===== src/rtl/uart_pkg.sv =====
// Shared UART definitions: baud-cycle arithmetic, fractional addition
// patterns, parity modes and transmitter states.
package uart_pkg;

  typedef enum logic [1:0] {
    PAR_NONE,
    PAR_ODD,
    PAR_EVEN
  } parity_e;

  typedef enum logic [2:0] {
    S_IDLE,
    S_START,
    S_DATA,
    S_PARITY,
    S_STOP
  } tx_state_e;

  // Baud ratio in tenths of a clock, rounded to nearest.
  function automatic int unsigned baud_ratio(input longint unsigned clk_freq,
                                             input longint unsigned baud_rate);
    return 32'((clk_freq * 20 + baud_rate) / (baud_rate * 2));
  endfunction

  function automatic int unsigned baud_cycles(input longint unsigned clk_freq,
                                              input longint unsigned baud_rate);
    return baud_ratio(clk_freq, baud_rate) / 10;
  endfunction

  function automatic int unsigned baud_frac(input longint unsigned clk_freq,
                                            input longint unsigned baud_rate);
    return baud_ratio(clk_freq, baud_rate) % 10;
  endfunction

  // Bit k of the result is the extra clock added to bit slot (k mod 10).
  function automatic logic [9:0] addition_pattern(input int unsigned frac);
    logic [9:0] pat;
    case (frac)
      1:       pat = 10'b0000010000;
      2:       pat = 10'b0010000100;
      3:       pat = 10'b0010010010;
      4:       pat = 10'b0101001010;
      5:       pat = 10'b0101010101;
      6:       pat = 10'b1010110101;
      7:       pat = 10'b1101101101;
      8:       pat = 10'b1101111011;
      9:       pat = 10'b1111101111;
      default: pat = 10'b0000000000;
    endcase
    return pat;
  endfunction

endpackage


===== src/rtl/uart_fifo_sync.sv =====
// Synchronous byte FIFO, show-ahead read; depth 4 for EA<3, else 2^EA.
module uart_fifo_sync #(
  parameter int unsigned EA = 2
) (
  input  logic       clk,
  input  logic       rstn,
  input  logic       wr_en,
  input  logic [7:0] wr_data,
  output logic       full,
  input  logic       rd_en,
  output logic [7:0] rd_data,
  output logic       empty
);

  localparam int unsigned AW    = (EA < 3) ? 2 : EA;
  localparam int unsigned DEPTH = 1 << AW;

  logic [AW:0] wr_ptr_q, wr_ptr_d;
  logic [AW:0] rd_ptr_q, rd_ptr_d;
  logic [7:0]  mem_q [DEPTH];
  logic        wr_fire, rd_fire;

  assign empty   = (wr_ptr_q == rd_ptr_q);
  assign full    = (wr_ptr_q[AW] != rd_ptr_q[AW]) &&
                   (wr_ptr_q[AW-1:0] == rd_ptr_q[AW-1:0]);
  assign wr_fire = wr_en & ~full;
  assign rd_fire = rd_en & ~empty;
  assign rd_data = mem_q[rd_ptr_q[AW-1:0]];

  always_comb begin
    wr_ptr_d = wr_ptr_q;
    rd_ptr_d = rd_ptr_q;
    if (wr_fire) wr_ptr_d = wr_ptr_q + (AW+1)'(1);
    if (rd_fire) rd_ptr_d = rd_ptr_q + (AW+1)'(1);
  end

  always_ff @(posedge clk) begin
    if (!rstn) begin
      wr_ptr_q <= '0;
      rd_ptr_q <= '0;
    end else begin
      wr_ptr_q <= wr_ptr_d;
      rd_ptr_q <= rd_ptr_d;
    end
  end

  always_ff @(posedge clk) begin
    if (wr_fire) mem_q[wr_ptr_q[AW-1:0]] <= wr_data;
  end

endmodule


===== src/rtl/uart_tx.sv =====
// UART transmitter: AXI-Stream byte in, framed serial out with fractional
// baud timing, optional parity, 1/2 stop bits and optional TX FIFO.
module uart_tx
  import uart_pkg::*;
#(
  parameter int unsigned CLK_FREQ  = 50_000_000,
  parameter int unsigned BAUD_RATE = 115200,
  parameter string       PARITY    = "NONE",
  parameter int unsigned STOP_BITS = 1,
  parameter int unsigned FIFO_EA   = 0
) (
  input  logic       clk,
  input  logic       rstn,
  input  logic       i_tvalid,
  output logic       o_tready,
  input  logic [7:0] i_tdata,
  output logic       o_uart_tx,
  output logic       o_busy
);

  localparam int unsigned BAUD_CYC = baud_cycles(CLK_FREQ, BAUD_RATE);
  localparam int unsigned FRAC     = baud_frac(CLK_FREQ, BAUD_RATE);
  localparam logic [9:0]  ADD_PAT  = addition_pattern(FRAC);
  localparam int unsigned CW       = $clog2(BAUD_CYC + 2);
  localparam parity_e     PAR_MODE = (PARITY == "ODD")  ? PAR_ODD  :
                                     (PARITY == "EVEN") ? PAR_EVEN : PAR_NONE;

  tx_state_e     state_q, state_d;
  logic [7:0]    shift_q, shift_d;
  logic          par_q, par_d;
  logic [CW-1:0] cnt_q, cnt_d;
  logic [3:0]    slot_q, slot_d;
  logic [2:0]    bit_q, bit_d;
  logic          stop_q, stop_d;
  logic          tx_q, tx_d;

  logic [CW-1:0] slot_len;
  logic          slot_end;
  logic          start;
  logic          pop;
  logic          load_avail;
  logic [7:0]    load_data;
  logic          fifo_empty;

  generate
    if (FIFO_EA > 0) begin : g_fifo
      logic fifo_full;

      uart_fifo_sync #(.EA(FIFO_EA)) u_fifo (
        .clk     (clk),
        .rstn    (rstn),
        .wr_en   (i_tvalid),
        .wr_data (i_tdata),
        .full    (fifo_full),
        .rd_en   (pop),
        .rd_data (load_data),
        .empty   (fifo_empty)
      );

      assign o_tready   = ~fifo_full;
      assign load_avail = ~fifo_empty;
    end else begin : g_direct
      logic unused_pop;

      assign unused_pop = pop;
      assign fifo_empty = 1'b1;
      assign load_data  = i_tdata;
      assign o_tready   = rstn & (state_q == S_IDLE);
      assign load_avail = i_tvalid & o_tready;
    end
  endgenerate

  assign slot_len  = CW'(BAUD_CYC) + CW'(ADD_PAT[slot_q]);
  assign o_uart_tx = tx_q;
  assign o_busy    = (state_q != S_IDLE) | ~fifo_empty;

  always_comb begin
    state_d  = state_q;
    shift_d  = shift_q;
    par_d    = par_q;
    cnt_d    = cnt_q;
    slot_d   = slot_q;
    bit_d    = bit_q;
    stop_d   = stop_q;
    tx_d     = tx_q;
    start    = 1'b0;
    slot_end = (cnt_q == slot_len);

    if (state_q == S_IDLE) begin
      tx_d  = 1'b1;
      start = load_avail;
    end else if (!slot_end) begin
      cnt_d = cnt_q + CW'(1);
    end else begin
      cnt_d  = CW'(1);
      slot_d = (slot_q == 4'd9) ? '0 : slot_q + 4'd1;
      case (state_q)
        S_START: begin
          state_d = S_DATA;
          tx_d    = shift_q[0];
        end
        S_DATA: begin
          if (bit_q != 3'd7) begin
            bit_d   = bit_q + 3'd1;
            shift_d = {1'b0, shift_q[7:1]};
            tx_d    = shift_q[1];
          end else if (PAR_MODE != PAR_NONE) begin
            state_d = S_PARITY;
            tx_d    = par_q;
          end else begin
            state_d = S_STOP;
            tx_d    = 1'b1;
            stop_d  = 1'b0;
          end
        end
        S_PARITY: begin
          state_d = S_STOP;
          tx_d    = 1'b1;
          stop_d  = 1'b0;
        end
        S_STOP: begin
          // A queued byte chains straight into the next start bit.
          if (STOP_BITS == 2 && !stop_q) begin
            stop_d = 1'b1;
          end else if (load_avail) begin
            start = 1'b1;
          end else begin
            state_d = S_IDLE;
            tx_d    = 1'b1;
          end
        end
        default: state_d = S_IDLE;
      endcase
    end

    if (start) begin
      state_d = S_START;
      shift_d = load_data;
      par_d   = (PAR_MODE == PAR_ODD) ? ~^load_data : ^load_data;
      cnt_d   = CW'(1);
      slot_d  = '0;
      bit_d   = '0;
      stop_d  = 1'b0;
      tx_d    = 1'b0;
    end
    pop = start;
  end

  always_ff @(posedge clk) begin
    if (!rstn) begin
      state_q <= S_IDLE;
      shift_q <= '0;
      par_q   <= 1'b0;
      cnt_q   <= '0;
      slot_q  <= '0;
      bit_q   <= '0;
      stop_q  <= 1'b0;
      tx_q    <= 1'b1;
    end else begin
      state_q <= state_d;
      shift_q <= shift_d;
      par_q   <= par_d;
      cnt_q   <= cnt_d;
      slot_q  <= slot_d;
      bit_q   <= bit_d;
      stop_q  <= stop_d;
      tx_q    <= tx_d;
    end
  end

endmodule


===== config.mk =====
export PLATFORM = sky130hd
export DESIGN_NAME = uart_tx
export DESIGN_NICKNAME = d
export VERILOG_FILES = /design/src/rtl/uart_pkg.sv /design/src/rtl/uart_fifo_sync.sv /design/src/rtl/uart_tx.sv
export SDC_FILE = /design/constraint.sdc
export NUM_CORES = 1
export LEC_CHECK = 0
export CORE_ASPECT_RATIO = 1.2
export CORE_UTILIZATION = 53
export DETAILED_ROUTE_END_ITERATION = 8
export MAX_ROUTING_LAYER = met4
export PLACE_DENSITY = 0.76
export SETUP_SLACK_MARGIN = 0.02
export SYNTH_ARGS = -nofsm -noshare
export SYNTH_HDL_FRONTEND = slang
export SYNTH_SLANG_ARGS = --single-unit

===== constraint.sdc =====
create_clock -name clk -period 4.5 [get_ports clk]
set_input_delay 0.9 -clock clk [delete_from_list [all_inputs] [get_ports clk]]
set_output_delay 0.9 -clock clk [all_outputs]
set_load 0.02 [all_outputs]

# Word-level counts from Yosys, hierarchy flattened
# Memory sizes are Yosys's and may differ from the RTL's. A register that Yosys moved wholly into a read port is not among the register bits.
# Index checks and enable logic that the tools add are counted.
dict set report word_totals {
  rom_bits 16
  memories 1
  ff_bits 28
  wordCells 73
}
# memory words width rd rd_ports_with_merged_regs wr line
set mem_list {}
lappend mem_list {{(no name shown)} 16 1 1 1 0 uart_tx.sv:73} ;# assign slot_len = CW'(BAUD_CYC) + CW'(ADD_PAT[slot_q]);
dict set report classes {
  addsub 4
  bitwise 4
  mux 28
  reduce_logical 14
  n_lt_le_gt_ge 1
  n_eq_ne 13
}
# op n
set ops {}
lappend ops {{8-bit 2-to-1 mux} 5}
lappend ops {{4-bit AND reduction} 4}
lappend ops {{1-bit 2-to-1 mux} 15}
lappend ops {{4-bit 2-to-1 mux} 3}
lappend ops {{3-bit one-hot mux with 4 select lines} 1}
lappend ops {{8-bit by 2-bit adder with 9-bit output, first input constant} 1}
lappend ops {{9-bit by 1-bit adder with 9-bit output, second input constant} 1}
lappend ops {{9-bit equality test} 1}
lappend ops {{9-bit 2-to-1 mux} 1}
lappend ops {{3-bit inequality test, second input constant} 3}
lappend ops {{3-bit by 2-bit equality test with 1-bit output, second input constant} 2}
lappend ops {{3-bit 2-to-1 mux} 2}
lappend ops {{2-bit inequality test, second input constant} 3}
lappend ops {{2-bit nonzero test} 3}
lappend ops {{3-bit nonzero test} 2}
lappend ops {{6-bit nonzero test} 1}
lappend ops {{4-bit by 5-bit < comparator with 1-bit output, second input constant} 1}
lappend ops {{4-bit by 1-bit adder with 4-bit output, second input constant} 1}
lappend ops {{4-bit equality test, second input constant} 1}
lappend ops {{4-bit inequality test, second input constant} 1}
lappend ops {{1-bit one-hot mux with 4 select lines} 1}
lappend ops {{3-bit by 1-bit adder with 3-bit output, second input constant} 1}
lappend ops {{3-bit by 1-bit equality test with 1-bit output, second input constant} 1}
lappend ops {{3-bit equality test, second input constant} 1}
lappend ops {{6 further kinds} 8}

# Depth between registers and ports, before layout
dict set report depth {
  ltp_word 9
  depth_mapped 7
  depth_no_buf 6
}

# Least setup slack after synthesis
# Ideal clock, no wire load.
dict set report synth_timing {
  path_type {input port to output port}
  startpoint {input rstn}
  endpoint {output o_tready}
  arrival_time_ns 1.127
  setup_slack_ns 2.473
  n_path_buf 0
  stages 1
  t_required_ns 3.600
  cell_sequence {and2_1}
}
dict set report synth_via {
  elab_chain_cells 1
}
# item line
set synth_lines {}
lappend synth_lines {{start, declared} uart_tx.sv:13} ;# input logic rstn,
lappend synth_lines {{1-bit bitwise AND} uart_tx.sv:68} ;# assign o_tready = rstn & (state_q == S_IDLE);
lappend synth_lines {{end, declared} uart_tx.sv:15} ;# output logic o_tready,
# No other way between the ends.

# Worst setup path in the final report
# Ends and elaborated chain as after synthesis.

==> impl_metrics.toml <==
[outcome]
status = "completed"

[floorplanning]
ioPinCount = 14
core.rowCount = 18
die_x_um = 46.3
die-area_um2 = 2550
core_area_um2 = 2140
initial_core_util = 0.583
die_y_um = 55.1

[setup_path]
path_max_fanout = 14
crit_family = "buffers and inverters"
required_ns = 3.60
path_cells = "clkdlybuf4s50_1 -> and2_1 -> clkdlybuf4s50_1"
path_class = "input pin to output pin"
end_kind = "output pin"
worstPathArrival_ns = 2.51
setup.worst_path.start_class = "input pin"
critPathBufInv = 2
critPathMaxStageDelay_ns = 0.78
crit_top_cell = "clkdlybuf4s50_1"
crit_slowest_cell = "clkdlybuf4s50_1"

[finish]
finalNonFillerCells = 168
synthToLayoutAreaGrowth_pct = 9.53
num_antenna_cells = 0
drive_gt1_frac = 0.101
mostFrequentLayoutCells = "dfxtp_1 (24), nor2_1 (13), o21ai_0 (13), clkdlybuf4s50_1 (13)"
final_common_cell = "dfxtp_1"
nNetsFinal = 155

[global_routing]
grtUsageMet1 = 0.245
gr-max-usage-layer = "met2"
grt_pass1_wl_um = 3480
track_usage = 0.196
grt_use_met2 = 0.310
gr-total-overflow = 0
met3_usage = 0.0292
grt_start_max_net_pins = 19
antenna_found_initial = 0
first_global_vias = 803

[flow_run]
max-cap-violations = 0

[synth]
synthesis.nets = 144
synthAdderAreaFrac = 0.0401
syn_inst = 129
yosysWarnings = 0
synth_area_per_cell_um2 = 9.67
yosysSeqAreaShare = 0.385
ys_ff_latch = 24
syn_area_um2 = 1250
synth_cell_types = 30
synth_top_family_by_area = "simple AND/OR/NAND/NOR gates"
synthMuxAreaShare = 0.0722
synth_compound_area_frac = 0.160
synthSimpleGateAreaFrac = 0.215
synthXorXnorAreaFrac = 0.0562

[power]
max-vdd-ir-drop_v = 0.000186
cellPowerDensity_nw_per_um2 = 277
p_leak_nw = 0.567

[placement]
gp_congestion = 0.772
dp_hpwl_um = 1570
dp.cells = 165
place_ws_ns = 1.10
port-buffer-count = 13

[routing]
vias_per_cell = 5.45
drc = 0
dr_total_vias = 916
routed_wl_um = 2080
wire_per_inst_um = 12.4
first_pass_iters = 4
drtIter0Drc = 23
ant_nets = 0

[sta]
setup-violations-final = 0
fin_crit_ns = 3.41
fin_ws_ns = 1.09
hold_viol_final = 0
slew_viol_final = 0
max_slew_margin = 0.669
fin_crit_sh = 0.759
fmax_mhz = 293
setup-tns-final_ns = 0
holdWs_ns = 0.480
worst_pin_slew_ns = 0.495
rsz0062_at_grt = "no"
skew_ns = 0.00212

[clock_network]
cts_setup_buffers = 0
htree_num_levels = 1
clk_latency_ns = 0.30
clk_pin_slew_ns = 0.12
clk_path_buf_depth = 2
cts-buffers-inserted = 3
cts_sinks = 24
ctsResizeCount = 0
cts_tree = "done"
cts_root_buffer = "clkbuf_4"
hold_buffers = 0

[hold_path]
min_path_type = "flip-flop to flip-flop"
==> cell type report <==
| class | instances | area [um2] |
|---|---|---|
| well taps | 30 | 37.5 |
| fillers | 184 | 773 |
| repair buffers | 13 | 130 |
| multi-input cells | 94 | 678 |
| inverters | 4 | 17.5 |
| clock buffers | 3 | 22.5 |
| flip-flops and latches | 24 | 480 |
==> final timing paths <==
path | end | cells past startpoint | slack (ns) | from
min reg2reg | shift_q[7]$_SDFFE_PN0P_ | 2 | 0.48 | shift_q[7]$_SDFFE_PN0P_
max | o_tready | 3 | 1.09 | rstn
min | shift_q[7]$_SDFFE_PN0P_ | 2 | 0.48 | shift_q[7]$_SDFFE_PN0P_
max reg2reg | shift_q[6]$_SDFFE_PN0P_ | 6 | 2.57 | bit_q[0]$_SDFFE_PP0P_
==> worst register-to-register path, stage by stage (launching register included) <==
cell and delay (ns):
dfxtp_1 0.34, ha_1 0.20, ha_1 0.25, nor4b_4 0.25
nand4_2 0.42, mux2i_1 0.29, a21oi_1 0.08
==> stage by stage <==
| step | cell area (um2) | power [mW] | utilization |
|---|---|---|---|
| 6_report | 1370 | 0.379 | 0.639 |
| 5_1_grt | 1370 | 0.397 | 0.639 |
| 4_1_cts | 1370 | 0.383 | 0.639 |
| 3_5_place_dp | 1340 | 0.293 | 0.628 |
| 3_3_place_gp | 1340 | 0.292 | 0.628 |
| 2_1_floorplan | 1250 | 0.273 | - |
==> cell usage after synthesis, drive strengths merged <==
cell type  number  area share
dfxtp          24        0.39
o21ai          14       0.065
nor2           13       0.039
a21oi           9       0.036
mux2i           9       0.072
xor2            8       0.056
buf             7       0.057
nand2           7       0.021
nand3           6       0.034
nand4           5       0.030
ha              4       0.040
inv             4       0.014
nor3            4       0.025
and2            3       0.017
and3            2       0.010
nor4b           2       0.038
o2111ai         2       0.014
a21boi          1      0.0060
a21o            1       0.012
a31oi           1      0.0050
o211ai          1      0.0060
o311a           1      0.0090
o31a            1      0.0070
==> cells by family (layout without fill, tap and decap cells) <==
logic type / after synthesis / in the layout
simple gates: 42 / 42
compound gates: 31 / 31
buf+inv: 11 / 20
xor+xnor: 8 / 8
fa+ha+maj: 4 / 4
flops: 24 / 24
mux: 9 / 9
==> sequential cells by signal, indices dropped and copies added (netlist names) <==
name / cells
o_uart_tx: 1
bit_q: 3
cnt_q: 9
shift_q: 8
state_q: 3
==> per-layer routing <==
metal  vias to the layer above  routed length [um]  share of wire
met1                       415                 955           0.46
li1                        478                   -              -
met5                         -                   0              0
met2                        19                1030           0.50
met4                         0                  23          0.011
met3                         4                  66          0.032
==> power by group <==
group	total (mW)	internal [mW]	switching (mW)	leakage (nW)
combinational	0.0559	0.0279	0.0281	0.358
clock	0.0904	0.0313	0.0592	0.0138
sequential	0.232	0.222	0.0106	0.196
(Power assumes the default switching activity.)
